<file path="src/rtl/mult_hilo_ctrl_if.sv">
// EX-stage side of the multiply/HI-LO controller: request, HI/LO moves and status.
interface mult_hilo_ctrl_if;
    localparam int unsigned DATA_W = 32;

    logic              start;
    logic              is_signed;
    logic [DATA_W-1:0] op_a;
    logic [DATA_W-1:0] op_b;
    logic              flush;
    logic              mthi;
    logic              mtlo;
    logic [DATA_W-1:0] wdata;
    logic              busy;
    logic              done;
    logic [DATA_W-1:0] hi;
    logic [DATA_W-1:0] lo;

    modport master (
        output start, is_signed, op_a, op_b, flush, mthi, mtlo, wdata,
        input  busy, done, hi, lo
    );

    modport slave (
        input  start, is_signed, op_a, op_b, flush, mthi, mtlo, wdata,
        output busy, done, hi, lo
    );
endinterface

</file>
<file path="src/rtl/mult_hilo_ctrl.sv">
// Issue/write-back controller for a pipelined 32x32 unsigned multiplier.
// Owns HI/LO, counts multiplier latency and applies signed correction for MULT.
module mult_hilo_ctrl #(
    parameter int unsigned LATENCY = 6,
    parameter int unsigned CNT_W   = 3
) (
    input  logic                clk,
    input  logic                rst,
    mult_hilo_ctrl_if.slave     bus,
    output logic [31:0]         mul_a,
    output logic [31:0]         mul_b,
    input  logic [63:0]         mul_z
);
    localparam logic [CNT_W-1:0] CNT_LAST = CNT_W'(LATENCY);

    typedef enum logic {
        IDLE = 1'b0,
        WAIT = 1'b1
    } state_t;

    state_t           state;
    logic [CNT_W-1:0] cnt;
    logic             sgn;
    logic [63:0]      corr_c;

    // Signed correction: subtract the extra 2^32 * other-operand terms of a negative operand.
    always_comb begin
        corr_c = mul_z;
        if (sgn) begin
            corr_c = mul_z
                   - (mul_a[31] ? {mul_b, 32'b0} : 64'b0)
                   - (mul_b[31] ? {mul_a, 32'b0} : 64'b0);
        end
    end

    // Controller FSM, operand latches and HI/LO registers.
    always_ff @(posedge clk or negedge rst) begin
        if (!rst) begin
            state    <= IDLE;
            cnt      <= '0;
            sgn      <= 1'b0;
            mul_a    <= '0;
            mul_b    <= '0;
            bus.hi   <= '0;
            bus.lo   <= '0;
            bus.busy <= 1'b0;
            bus.done <= 1'b0;
        end else begin
            bus.done <= 1'b0;
            case (state)
                IDLE: begin
                    if (bus.start && !bus.flush) begin
                        mul_a    <= bus.op_a;
                        mul_b    <= bus.op_b;
                        sgn      <= bus.is_signed;
                        cnt      <= '0;
                        bus.busy <= 1'b1;
                        state    <= WAIT;
                    end else if (!bus.start) begin
                        // HI/LO moves only when no multiply is being issued this cycle
                        if (bus.mthi) bus.hi <= bus.wdata;
                        if (bus.mtlo) bus.lo <= bus.wdata;
                    end
                end
                WAIT: begin
                    if (bus.flush) begin
                        cnt      <= '0;
                        bus.busy <= 1'b0;
                        state    <= IDLE;
                    end else if (cnt == CNT_LAST) begin
                        {bus.hi, bus.lo} <= corr_c;
                        bus.done <= 1'b1;
                        bus.busy <= 1'b0;
                        state    <= IDLE;
                    end else begin
                        cnt <= cnt + 1'b1;
                    end
                end
            endcase
        end
    end
endmodule
</file>
<file path="src/flat_wrapper.sv">
// flat-port wrapper written by rule: the top's interface ports become plain ports
module mult_hilo_ctrl_flat 
#(
    parameter int unsigned LATENCY = 6,
    parameter int unsigned CNT_W   = 3
)
  (clk, rst, mul_a, mul_b, mul_z, bus_start, bus_is_signed, bus_op_a, bus_op_b, bus_flush, bus_mthi, bus_mtlo, bus_wdata, bus_busy, bus_done, bus_hi, bus_lo);
  mult_hilo_ctrl_if bus_i ();
  input  logic clk;
  input  logic rst;
  output logic [31:0] mul_a;
  output logic [31:0] mul_b;
  input  logic [63:0] mul_z;
  input wire logic [$bits(bus_i.start)-1:0] bus_start;
  input wire logic [$bits(bus_i.is_signed)-1:0] bus_is_signed;
  input wire logic [$bits(bus_i.op_a)-1:0] bus_op_a;
  input wire logic [$bits(bus_i.op_b)-1:0] bus_op_b;
  input wire logic [$bits(bus_i.flush)-1:0] bus_flush;
  input wire logic [$bits(bus_i.mthi)-1:0] bus_mthi;
  input wire logic [$bits(bus_i.mtlo)-1:0] bus_mtlo;
  input wire logic [$bits(bus_i.wdata)-1:0] bus_wdata;
  output wire logic [$bits(bus_i.busy)-1:0] bus_busy;
  output wire logic [$bits(bus_i.done)-1:0] bus_done;
  output wire logic [$bits(bus_i.hi)-1:0] bus_hi;
  output wire logic [$bits(bus_i.lo)-1:0] bus_lo;
  assign bus_i.start = bus_start;
  assign bus_i.is_signed = bus_is_signed;
  assign bus_i.op_a = bus_op_a;
  assign bus_i.op_b = bus_op_b;
  assign bus_i.flush = bus_flush;
  assign bus_i.mthi = bus_mthi;
  assign bus_i.mtlo = bus_mtlo;
  assign bus_i.wdata = bus_wdata;
  assign bus_busy = bus_i.busy;
  assign bus_done = bus_i.done;
  assign bus_hi = bus_i.hi;
  assign bus_lo = bus_i.lo;
  mult_hilo_ctrl #(.LATENCY(LATENCY), .CNT_W(CNT_W)) u_core (.clk(clk), .rst(rst), .bus(bus_i), .mul_a(mul_a), .mul_b(mul_b), .mul_z(mul_z));
endmodule
</file>
<file path="config.mk">
export PLATFORM = sky130hd
export DESIGN_NAME = mult_hilo_ctrl_flat
export DESIGN_NICKNAME = d
export VERILOG_FILES = /design/src/rtl/mult_hilo_ctrl_if.sv /design/src/rtl/mult_hilo_ctrl.sv /design/src/flat_wrapper.sv
export SDC_FILE = /design/constraint.sdc
export NUM_CORES = 1
export LEC_CHECK = 0
export CORE_ASPECT_RATIO = 1.1
export CORE_MARGIN = 1
export CORE_UTILIZATION = 64
export CTS_BUF_LIST = sky130_fd_sc_hd__clkbuf_2 sky130_fd_sc_hd__clkbuf_4 sky130_fd_sc_hd__clkbuf_8
export DETAILED_ROUTE_END_ITERATION = 10
export DONT_BUFFER_PORTS = 1
export PLACE_DENSITY = 0.8
export REMOVE_ABC_BUFFERS = 1
export SYNTH_ARGS = -nofsm -noshare
export SYNTH_HDL_FRONTEND = slang
export SYNTH_SLANG_ARGS = --single-unit
</file>
<file path="constraint.sdc">
create_clock -name clk -period 8.4 [get_ports clk]
set_input_delay 1.26 -clock clk [delete_from_list [all_inputs] [get_ports clk]]
set_output_delay 1.26 -clock clk [all_outputs]
set_load 0.02 [all_outputs]
</file>
==> results.toml <==
[floorplan]
io_pins = 297
core_area_um2 = 13160
dieArea_um2 = 13890
fp-row-count = 44
die_w_um = 112.5
fp.dieH_um = 123.5
start_util_pct = 65.30

[yosys]
ys_ff_latch = 135
syn_inst = 873
synth_area_leaders = "dfrtp_1 (39%), mux2_2 (8.5%), fa_1 (7.2%)"
synth_flop_cell = "dfrtp_1"
ys_types = 55
synth_warnings = 0
yosysSeqAreaShare_pct = 39.32
synth_area_leader_cell = "dfrtp_1"
syn_avg_cell_area_um2 = 9.842
synth_edf_count = 0
async_reset_ff_share_pct = 100.0
synth_area_um2 = 8592
yosys.area.top_type_share_pct = 39.32

[placement]
port_buffers = 0
place_area_um2 = 8720
gp_congestion = 0.8489
dp_hpwl_um = 15750

[routing]
wirelength_um = 21850
routed_via_density = 6.298
vias = 6493
final_antenna_net_count = 0
route.detailed.drc = 0
drtIter0Drc = 354
firstDrtPassIters = 7
post_drt_wl_per_cell_um = 21.19

[power]
peakVddDrop_v = 0.0001687
powerDensity_nw_per_um2 = 327.5
power.leakage_nw = 4.229
total_power_mw = 3.000

[clock_tree]
cts_htree_levels = 4
cts-resized-gates = 0
post_cts_buffers = 0
cts_root_buf = "clkbuf_8"
cts_tree = "done"
clkSlewWorstSetupHoldPaths_ns = 0.08
cts_buffer_depth = 2
worstSkewPairLatency_ns = 0.47
ctsHoldBuffers = 0
numCtsBuffers = 17
cts_sinks = 135

[global_route]
grt_util_met2_pct = 57.73
antenna_found_initial = 0
grt_pass1_vias = 6791
globalRouteTotalUtil_pct = 32.03
grt_pass1_wl_um = 33600
grt_max_degree = 136
grtUsageMet1_pct = 34.82
grt-busiest-layer = "met2"
grt_use_met3_pct = 11.62
gr-total-overflow = 0

[final_layout]
syn_to_final_growth_pct = 6.597
fin_util_pct = 69.61
diodes = 0
final_area_um2 = 9159
drive_gt1_share_pct = 13.45
nets = 1089

[timing]
max_freq_mhz = 251.4
period_share_pct = 47.35
relSlewSlack_pct = 23.79
hold_viol = 0
finClkSkew_ns = 0.01828
worst_pin_slew_ns = 1.141
holdWs_ns = 0.4837
maxSlewViolCount = 0
rsz0062_at_grt = "no"
final.setup.tns_ns = 0
min_period_ns = 3.978
setup_violations = 0

[setup_path]
cp.buffers_inverters = 2
critical_path_class = "input port to register"
cp_top_family = "compound AO/OA/AOI/OAI gates"
cp-start-kind = "input port"
end_kind = "register"
critPathMaxStageDelay_ns = 0.54
critPathRequiredTime_ns = 8.73
crit_path_cell_trace = "inv_1 > fa_1 > inv_1 > ha_1 > o211a_1 > o211a_1 > o32ai_4 > o211ai_4 > a2111oi_4 > nor3_1 > nor4bb_1 > nand2_1"
critPathSlowestCell = "fa_1"
arrival_ns = 4.31
crit_fanout = 7

[job]
drv_cap = 0

[min_path]
hold_path_class = "input port to asynchronous set/reset pin"

[run_status]
status = "completed"
## layer usage
| layer | routed length, µm | vias up |
|---|---|---|
| li1 | - | 2937 |
| met1 | 7963 | 3156 |
| met2 | 11390 | 354 |
| met3 | 2052 | 46 |
| met4 | 447 | 0 |
| met5 | 0 | - |
## report_power, final
group / internal [mW] / switching (mW) / total [mW]
sequential: 0.793 / 0.333 / 1.13
clock: 0.330 / 0.263 / 0.593
combinational: 0.575 / 0.706 / 1.28
## through the flow
step,setup WS [ns],cells
finish,4.422,1031
detailed placement,3.982,999
CTS,4.474,1031
floorplan,3.474,832
global route,4.222,1031
global placement,4.048,999
## placed cells by master, fill, tap and decap left out, types with 3 or more instances in the layout
master     Yosys  final
o221ai_1       5      5
or3_1          6      6
a21oi_1       48     46
xor2_1         7      7
o21bai_1       4      4
bufinv_16      0      3
o21ai_0       78     78
nand3_1        7      7
a221o_1        3      3
nand2b_1       3      3
dfrtp_1      135    133
a31oi_1        7      7
a21o_1        19     19
ha_1          34     34
nor2_1        24     23
clkinv_4       0      3
and3_1         6      6
buf_4          0      6
nand2_1       72     72
a211oi_1       5      5
o211ai_1       8      8
xnor2_1       17     17
fa_1          31     31
mux2i_1       36     36
nor3_1        10     10
mux2_2        65     65
inv_1        103    103
clkbuf_8       0     21
and2_1        62     62
a22oi_1        3      3
## final timing paths
check | startpoint | end | slack (ns) | depth (start not counted)
min in group clk | u_core.cnt[0] | u_core.cnt[0] | 0.61 | 2
max | mul_z[33] | u_core.bus.hi[31] | 4.42 | 12
min | rst | u_core.mul_b[25] | 0.48 | 0
max reg2reg | u_core.mul_a[31] | u_core.bus.hi[31] | 4.44 | 13
max in group asynchronous | rst | u_core.bus.hi[21] | 7.72 | 0
min reg2reg | u_core.cnt[0] | u_core.cnt[0] | 0.61 | 2
## cells by family (layout without fill, tap and decap cells)
family                     count (synthesis)  in the layout  share of synthesized area, %
xor gates and xnor gates                  24             24                         2.446
muxes                                    101            101                         12.71
DFF                                      135            135                         39.32
AOI/OAI and AO/OA                        204            204                         15.35
adders and majority gates                 65             65                         12.17
and+or+nand+nor                          200            200                         11.71
buffers and inverters                    144            141                         6.291
## synth_stat cells (8+ instances only)
library cell / instances
dfrtp_1: 135
inv_1: 103
o21ai_0: 78
nand2_1: 72
mux2_2: 65
and2_1: 62
a21oi_1: 48
clkbuf_1: 36
mux2i_1: 36
ha_1: 34
fa_1: 31
nor2_1: 24
a21o_1: 19
xnor2_1: 17
nor3_1: 10
o211ai_1: 8
## layout make-up
cell class / count / area [µm²]
clock buffers: 22 / 296.5
clock inverters: 10 / 142.6
fillers: 973 / 3999
inverters: 103 / 386.6
multi-input cells: 594 / 4703
flip-flops and latches: 135 / 3383
well taps: 161 / 201.4
repair buffers: 6 / 45.04
## state kept, by name, summed over array words and instances (netlist names)
signal and count:
u_core.mul_a 32, u_core.bus.hi 32, u_core.cnt 3, u_core.bus.lo 32
u_core.bus.done 1, u_core.sgn 1, u_core.mul_b 32, u_core.bus.busy 1
u_core.state 1
No activity file was read; power rests on OpenSTA's default activity.
